<file path="src/rtl/qk_buf_pkg.sv">
// Shared helpers for the QK result tile buffer: width calculators, lane slicing, element type.
package qk_buf_pkg;

    localparam int unsigned DEF_MATRIX_SIZE = 3;
    localparam int unsigned DEF_DATA_WIDTH  = 18;
    localparam int unsigned DEF_NUM_TILES   = 4;

    typedef logic [DEF_DATA_WIDTH-1:0] elem_t;

    // Row index width; a 1x1 array still needs one bit.
    function automatic int unsigned calc_row_w(input int unsigned ms);
        return (ms > 1) ? $clog2(ms) : 1;
    endfunction

    // Occupancy width: must represent 0..nt inclusive.
    function automatic int unsigned calc_cnt_w(input int unsigned nt);
        return $clog2(nt + 1);
    endfunction

    // Slot pointer width.
    function automatic int unsigned calc_ptr_w(input int unsigned nt);
        return (nt > 1) ? $clog2(nt) : 1;
    endfunction

    // MSB of lane/element idx in a packed row; lane 0 sits at the top.
    function automatic int unsigned lane_msb(input int unsigned idx, input int unsigned ms,
                                             input int unsigned dw);
        return (ms - idx) * dw - 1;
    endfunction

    localparam int unsigned DEF_ROW_W = calc_row_w(DEF_MATRIX_SIZE);
    localparam int unsigned DEF_CNT_W = calc_cnt_w(DEF_NUM_TILES);

endpackage

</file>
<file path="src/rtl/qk_tile_ring_ctrl.sv">
// Ring bookkeeping for the tile slots: write/read pointers and committed-tile occupancy.
module qk_tile_ring_ctrl
    import qk_buf_pkg::*;
#(
    parameter int unsigned NUM_TILES = 4,
    parameter int unsigned PTR_W     = calc_ptr_w(NUM_TILES),
    parameter int unsigned CNT_W     = calc_cnt_w(NUM_TILES)
) (
    input  logic             clk,
    input  logic             reset_n,
    input  logic             clear,
    input  logic             commit,
    input  logic             rd_release,
    output logic [PTR_W-1:0] wr_ptr,
    output logic [PTR_W-1:0] rd_ptr,
    output logic [CNT_W-1:0] tiles_avail,
    output logic             full,
    output logic             empty,
    output logic             wr_ready
);

    logic release_ok;

    // Flags come straight from the occupancy register.
    always_comb begin
        full       = (tiles_avail == CNT_W'(NUM_TILES));
        empty      = (tiles_avail == '0);
        wr_ready   = !full;
        release_ok = rd_release && !empty;
    end

    // Pointer advance and occupancy; commit only happens when not full, so no overflow here.
    always_ff @(posedge clk or negedge reset_n) begin
        if (!reset_n) begin
            wr_ptr      <= '0;
            rd_ptr      <= '0;
            tiles_avail <= '0;
        end else if (clear) begin
            wr_ptr      <= '0;
            rd_ptr      <= '0;
            tiles_avail <= '0;
        end else begin
            if (commit) begin
                wr_ptr <= (wr_ptr == PTR_W'(NUM_TILES - 1)) ? '0 : wr_ptr + 1'b1;
            end
            if (release_ok) begin
                rd_ptr <= (rd_ptr == PTR_W'(NUM_TILES - 1)) ? '0 : rd_ptr + 1'b1;
            end
            if (commit && !release_ok) begin
                tiles_avail <= tiles_avail + 1'b1;
            end else if (!commit && release_ok) begin
                tiles_avail <= tiles_avail - 1'b1;
            end
        end
    end

endmodule

</file>
<file path="src/rtl/qk_result_tile_buffer.sv">
// Multi-tile result buffer: collects per-lane systolic outputs into tiles, serves rows of the
// oldest committed tile.
module qk_result_tile_buffer
    import qk_buf_pkg::*;
#(
    parameter int unsigned MATRIX_SIZE = 3,
    parameter int unsigned DATA_WIDTH  = 18,
    parameter int unsigned NUM_TILES   = 4,
    parameter int unsigned ROW_W       = calc_row_w(MATRIX_SIZE),
    parameter int unsigned CNT_W       = calc_cnt_w(NUM_TILES)
) (
    input  logic                              clk,
    input  logic                              reset_n,
    input  logic                              clear,
    input  logic [MATRIX_SIZE-1:0]            wr_en,
    input  logic [MATRIX_SIZE*DATA_WIDTH-1:0] wr_data,
    output logic                              wr_ready,
    output logic                              tile_done,
    input  logic                              rd_en,
    input  logic [ROW_W-1:0]                  rd_row,
    output logic [MATRIX_SIZE*DATA_WIDTH-1:0] rd_data,
    output logic                              rd_valid,
    input  logic                              rd_release,
    output logic [CNT_W-1:0]                  tiles_avail,
    output logic                              full,
    output logic                              empty,
    output logic                              overflow
);

    localparam int unsigned PTR_W = calc_ptr_w(NUM_TILES);

    logic [ROW_W-1:0]       cnt_q [MATRIX_SIZE];
    logic [MATRIX_SIZE-1:0] done_q;
    logic [MATRIX_SIZE-1:0] acc;
    logic [MATRIX_SIZE-1:0] fin;
    logic [MATRIX_SIZE-1:0] drop;
    logic                   commit;
    logic                   rd_ok;
    logic [PTR_W-1:0]       wr_ptr;
    logic [PTR_W-1:0]       rd_ptr;
    logic [MATRIX_SIZE*DATA_WIDTH-1:0] rd_row_vec;

    // Storage is intentionally not reset.
    logic [DATA_WIDTH-1:0] mem [NUM_TILES][MATRIX_SIZE][MATRIX_SIZE];

    qk_tile_ring_ctrl #(
        .NUM_TILES (NUM_TILES),
        .PTR_W     (PTR_W),
        .CNT_W     (CNT_W)
    ) u_ring (
        .clk         (clk),
        .reset_n     (reset_n),
        .clear       (clear),
        .commit      (commit),
        .rd_release  (rd_release),
        .wr_ptr      (wr_ptr),
        .rd_ptr      (rd_ptr),
        .tiles_avail (tiles_avail),
        .full        (full),
        .empty       (empty),
        .wr_ready    (wr_ready)
    );

    // Per-lane accept/drop decode; commit fires when the last open lane finishes.
    always_comb begin
        acc  = '0;
        fin  = '0;
        drop = '0;
        for (int i = 0; i < MATRIX_SIZE; i++) begin
            acc[i]  = wr_en[i] && wr_ready && !done_q[i];
            fin[i]  = acc[i] && (cnt_q[i] == ROW_W'(MATRIX_SIZE - 1));
            drop[i] = wr_en[i] && (!wr_ready || done_q[i]);
        end
        commit = (&(done_q | fin)) && (|fin);
        rd_ok  = rd_en && !empty && (32'(rd_row) < MATRIX_SIZE);
    end

    // Gather the addressed row of the oldest tile, element 0 in the top slice.
    always_comb begin
        rd_row_vec = '0;
        for (int j = 0; j < MATRIX_SIZE; j++) begin
            rd_row_vec[lane_msb(j, MATRIX_SIZE, DATA_WIDTH) -: DATA_WIDTH] = mem[rd_ptr][rd_row][j];
        end
    end

    // Lane column counters and done bits; a done lane parks until the tile commits.
    always_ff @(posedge clk or negedge reset_n) begin
        if (!reset_n) begin
            done_q <= '0;
            for (int i = 0; i < MATRIX_SIZE; i++) cnt_q[i] <= '0;
        end else if (clear || commit) begin
            done_q <= '0;
            for (int i = 0; i < MATRIX_SIZE; i++) cnt_q[i] <= '0;
        end else begin
            for (int i = 0; i < MATRIX_SIZE; i++) begin
                if (fin[i]) begin
                    done_q[i] <= 1'b1;
                end else if (acc[i]) begin
                    cnt_q[i] <= cnt_q[i] + 1'b1;
                end
            end
        end
    end

    // Element writes into the current slot.
    always_ff @(posedge clk) begin
        if (!clear) begin
            for (int i = 0; i < MATRIX_SIZE; i++) begin
                if (acc[i]) begin
                    mem[wr_ptr][i][cnt_q[i]] <= wr_data[lane_msb(i, MATRIX_SIZE, DATA_WIDTH) -: DATA_WIDTH];
                end
            end
        end
    end

    // Read register; data holds whenever no valid read is issued (including on clear).
    always_ff @(posedge clk or negedge reset_n) begin
        if (!reset_n) begin
            rd_valid <= 1'b0;
            rd_data  <= '0;
        end else if (clear) begin
            rd_valid <= 1'b0;
        end else begin
            rd_valid <= rd_ok;
            if (rd_ok) rd_data <= rd_row_vec;
        end
    end

    // Commit pulse and sticky drop flag.
    always_ff @(posedge clk or negedge reset_n) begin
        if (!reset_n) begin
            tile_done <= 1'b0;
            overflow  <= 1'b0;
        end else if (clear) begin
            tile_done <= 1'b0;
            overflow  <= 1'b0;
        end else begin
            tile_done <= commit;
            if (|drop) overflow <= 1'b1;
        end
    end

endmodule

</file>
<file path="config.mk">
export PLATFORM = sky130hd
export DESIGN_NAME = qk_result_tile_buffer
export DESIGN_NICKNAME = d
export VERILOG_FILES = /design/src/rtl/qk_buf_pkg.sv /design/src/rtl/qk_tile_ring_ctrl.sv /design/src/rtl/qk_result_tile_buffer.sv
export SDC_FILE = /design/constraint.sdc
export NUM_CORES = 1
export LEC_CHECK = 0
export CAP_MARGIN = 20
export CORE_MARGIN = 3
export CORE_UTILIZATION = 56
export CTS_BUF_LIST = sky130_fd_sc_hd__clkbuf_8
export CTS_CLUSTER_DIAMETER = 60
export DETAILED_ROUTE_END_ITERATION = 16
export DONT_BUFFER_PORTS = 1
export PLACE_DENSITY = 0.71
export SKIP_CTS_REPAIR_TIMING = 1
export SYNTH_ARGS = -nofsm -noshare
export SYNTH_HDL_FRONTEND = slang
export SYNTH_SLANG_ARGS = --single-unit
</file>
<file path="constraint.sdc">
create_clock -name clk -period 3.4 [get_ports clk]
set_input_delay 0.34 -clock clk [delete_from_list [all_inputs] [get_ports clk]]
set_output_delay 0.34 -clock clk [all_outputs]
set_load 0.03 [all_outputs]
</file>
==> results.md <==
* Outcome: finished with violations
* Failing checks: negative hold slack
* Final HPWL DP at roughly 40 mm
* Total Routing Usage GR at 0.2505
* Syn nets at 1,444
* PnR Total Power at roughly 0.022 W
* 1st-iter DRT viols at 1,558
* Pre-CTS setup slack at about 450 ps
* Routability cong. at ~0.81
* Worst hold slack at -4.340 ps
* Min-Delay Path Class: primary input to flop
* Overflow left after global routing at 0
* Post-Layout Cell Count at between 2,000 and 2,500
* Vias in the first global route at 13,900
* Final hold vios at 1
* TritonCTS clock tree: built
* Final setup violation count at 0
* Top-count cell post-synth: edfxtp_1
* Min-Delay Path Depth at 3
* Worst Path Max Fanout at 18
* R2R Path End: mem[0][92]
* Seq cells post-synth at roughly 720
* Cell taking the most area after synthesis: edfxtp_1
* Crit path required time at between 3000 and 4000 ps
* Final Max Tran Viols at 0
* Worst Path Arrival at around 3300 ps
* Routed wire length at 65.09 mm
* Least-Margin Pin Slew at around 1100 ps
* Hold Path Origin: rd_row[0]
* Synth unique cells at 36
* Row Count at 80
* Initial antenna violation count at 6
* Design area at 31,560 sq um
* Clk sink count at about 720
* Worst reg2reg startpoint: u_ring.tiles_avail[2]
* Core Area at a little under 50,000 sq um
* CTS root buf: clkbuf_8
* Power per cell area at 701.2 nW/um^2
* Vias at roughly 14,000
* # H-tree levels at 3
* Longest Clk Path Bufs at 3
* Clk Latency, worst-skew pair at ~700 ps
* Final WS setup at 411.2 ps
* R2R setup slack at slightly above 400 ps
* FF-to-FF path depth at 6
* Detailed-router iteration count before antenna repair at 5
* Initial core utilization at 0.5732
* Critical Path End Type: flop
* Crit path launch type: flop
* Hold EP: rd_data[1]
* Maximum clock frequency at ~330 MHz
* Residual DRC count at 0
* Setup TNS at 0 ps
* Layout cells sized above 1 at 0.2286
* Placed cell area at 28,770 sq um
* Post-synth top area share at 0.7037
* Clock slew at reported path FFs at approximately 60 ps
* Maxcap violations at 0
* WS Path Type: flop to flop
* Yosys warnings at 0
* # IOs at roughly 130
* Synthesized area per cell at ~20 sq um
* Vias per Instance at 6.086
* Die Footprint at ~52,000 sq um
* Final Cycle Share at 0.8791
* Die Y at approximately 230 um
* Commonest cells in the netlist: edfxtp_1, mux4_2, dfrtp_1, nor2_1, nand2_1
* First-pass GRT wire length at approximately 94 mm
* Placed insts at approximately 2,000
* Top cells by area, synth: edfxtp_1, mux4_2, dfrtp_1
* Worst vdd ir at roughly 0.36 mV
* Fraction of registers with async set/reset at 0.1012
* Nets at approximately 1,600
* RSZ-0062 raised after global routing: false
* Area Overhead vs Synth at 14.12%
* Routed wire per std cell at ~28 um
* Fill count at around 3,200
* CP Launch Point: u_ring.tiles_avail[2]
* Tmin final at about 3000 ps
* Worst Skew at around 36 ps
* Post-Syn Area at about 28,000 sq um
* Most used DFF post-synth: edfxtp_1
* Mapped Cells at ~1,400
* PortBufs at 0
* Slew margin rel. at 0.2548
* Die width at approximately 230 um
* CTS Buf Count at 110
* Number of flops mapped to enable cells by yosys at roughly 650
* Largest net degree at the start of global routing at 96
* Leak Pwr at ~11 nW
* Seq/Total Area, Yosys at 0.7697
* DRT antenna net count at 0
## layer usage
layer | vias to the layer above | GRT usage | wire [um]
met4 | 6 | 0.06827 | 1261
met1 | 7329 | 0.3449 | 25580
met2 | 682 | 0.4039 | 32070
met5 | - | 0 | 34
li1 | 5865 | - | -
met3 | 73 | 0.06712 | 6135
## cells by family (layout without fill, tap and decap cells)
group | count (synthesis) | after routing | synth area share
XOR/XNOR | 5 | 5 | 0.001584
AO/OA/AOI/OAI | 123 | 123 | 0.02339
multiplexers | 222 | 222 | 0.1537
other | 0 | 5 | 0
adder cells (fa/ha/maj) | 15 | 15 | 0.007059
AND/OR/NAND/NOR | 193 | 193 | 0.03172
flip-flops | 721 | 721 | 0.7697
buffers and inverters | 86 | 353 | 0.01276
## worst max-delay path by stage
stage                            end  slack [ps]  depth (start not counted)
2_1_floorplan  u_ring.tiles_avail[1]         790                          8
3_3_place_gp             mem[1][103]         510                          6
3_5_place_dp             mem[0][103]         450                          6
4_1_cts                  mem[0][101]         440                          6
5_1_grt        u_ring.tiles_avail[2]         200                         10
6_report                  mem[0][92]         410                          6
## stage by stage
| stage | hold slack [ps] | util |
|---|---|---|
| 2_1_floorplan | 44.41 | - |
| 3_3_place_gp | 47.85 | 0.5963 |
| 3_5_place_dp | 46.97 | 0.5963 |
| 4_1_cts | -718.3 | 0.6396 |
| 5_1_grt | 5.097 | 0.6539 |
| 6_report | -4.340 | 0.6541 |
## flip-flops by register name (all words and copies together), names as in the netlist
register,count
mem,648
rd_data,54
cnt_q,6
done_q,3
u_ring.tiles_avail,3
u_ring.rd_ptr,2
u_ring.wr_ptr,2
overflow,1
rd_valid,1
tile_done,1
## final cells by class
type / instances / area, sq um / share of cell area
clock buffers: 120 / 1652 / 0.05234
well taps: 656 / 820.8 / 0.02601
clock inverters: 88 / 437.9 / 0.01388
multi-input cells: 558 / 6022 / 0.1908
diodes: 5 / 12.51 / 0.0003965
repair buffers: 130 / 1261 / 0.03997
inverters: 15 / 58.81 / 0.001863
flip-flops and latches: 721 / 21290 / 0.6747
## placed cells by master (no fill, tap or decap), types with 2 or more instances in the layout
master,n
edfxtp_1,648
mux4_2,162
clkbuf_8,120
nor2_1,73
dfrtp_1,71
dlygate4sd3_1,63
nand2_1,60
inv_1,58
mux2i_1,58
a21oi_1,58
o21ai_0,58
buf_4,58
and3_1,26
clkinv_1,26
ha_1,14
and2_1,13
clkinv_2,12
buf_12,7
diode_2,5
xnor2_1,5
nor3_1,4
or3_1,3
nand3b_1,3
nand2b_1,3
bufinv_16,3
nor2b_1,2
a31oi_1,2
mux2_1,2
inv_6,2
buf_16,2
dfrtp_4,2
## worst max-delay path, stage by stage, from the launching register on
cell,delay (ps)
dfrtp_1,540
or3b_1,380
buf_4,240
inv_4,110
nor2_1,180
and3_1,250
and2_1,890
## power breakdown
part / internal, W / leakage, nW / total [W] / switching, W
registers: 0.0102 / 6.79 / 0.0112 / 0.000923
logic: 0.00197 / 2.68 / 0.00426 / 0.00230
clock network: 0.00347 / 1.24 / 0.00671 / 0.00324
total: 0.0157 / 10.7 / 0.0221 / 0.00646
(Power assumes the default switching activity.)
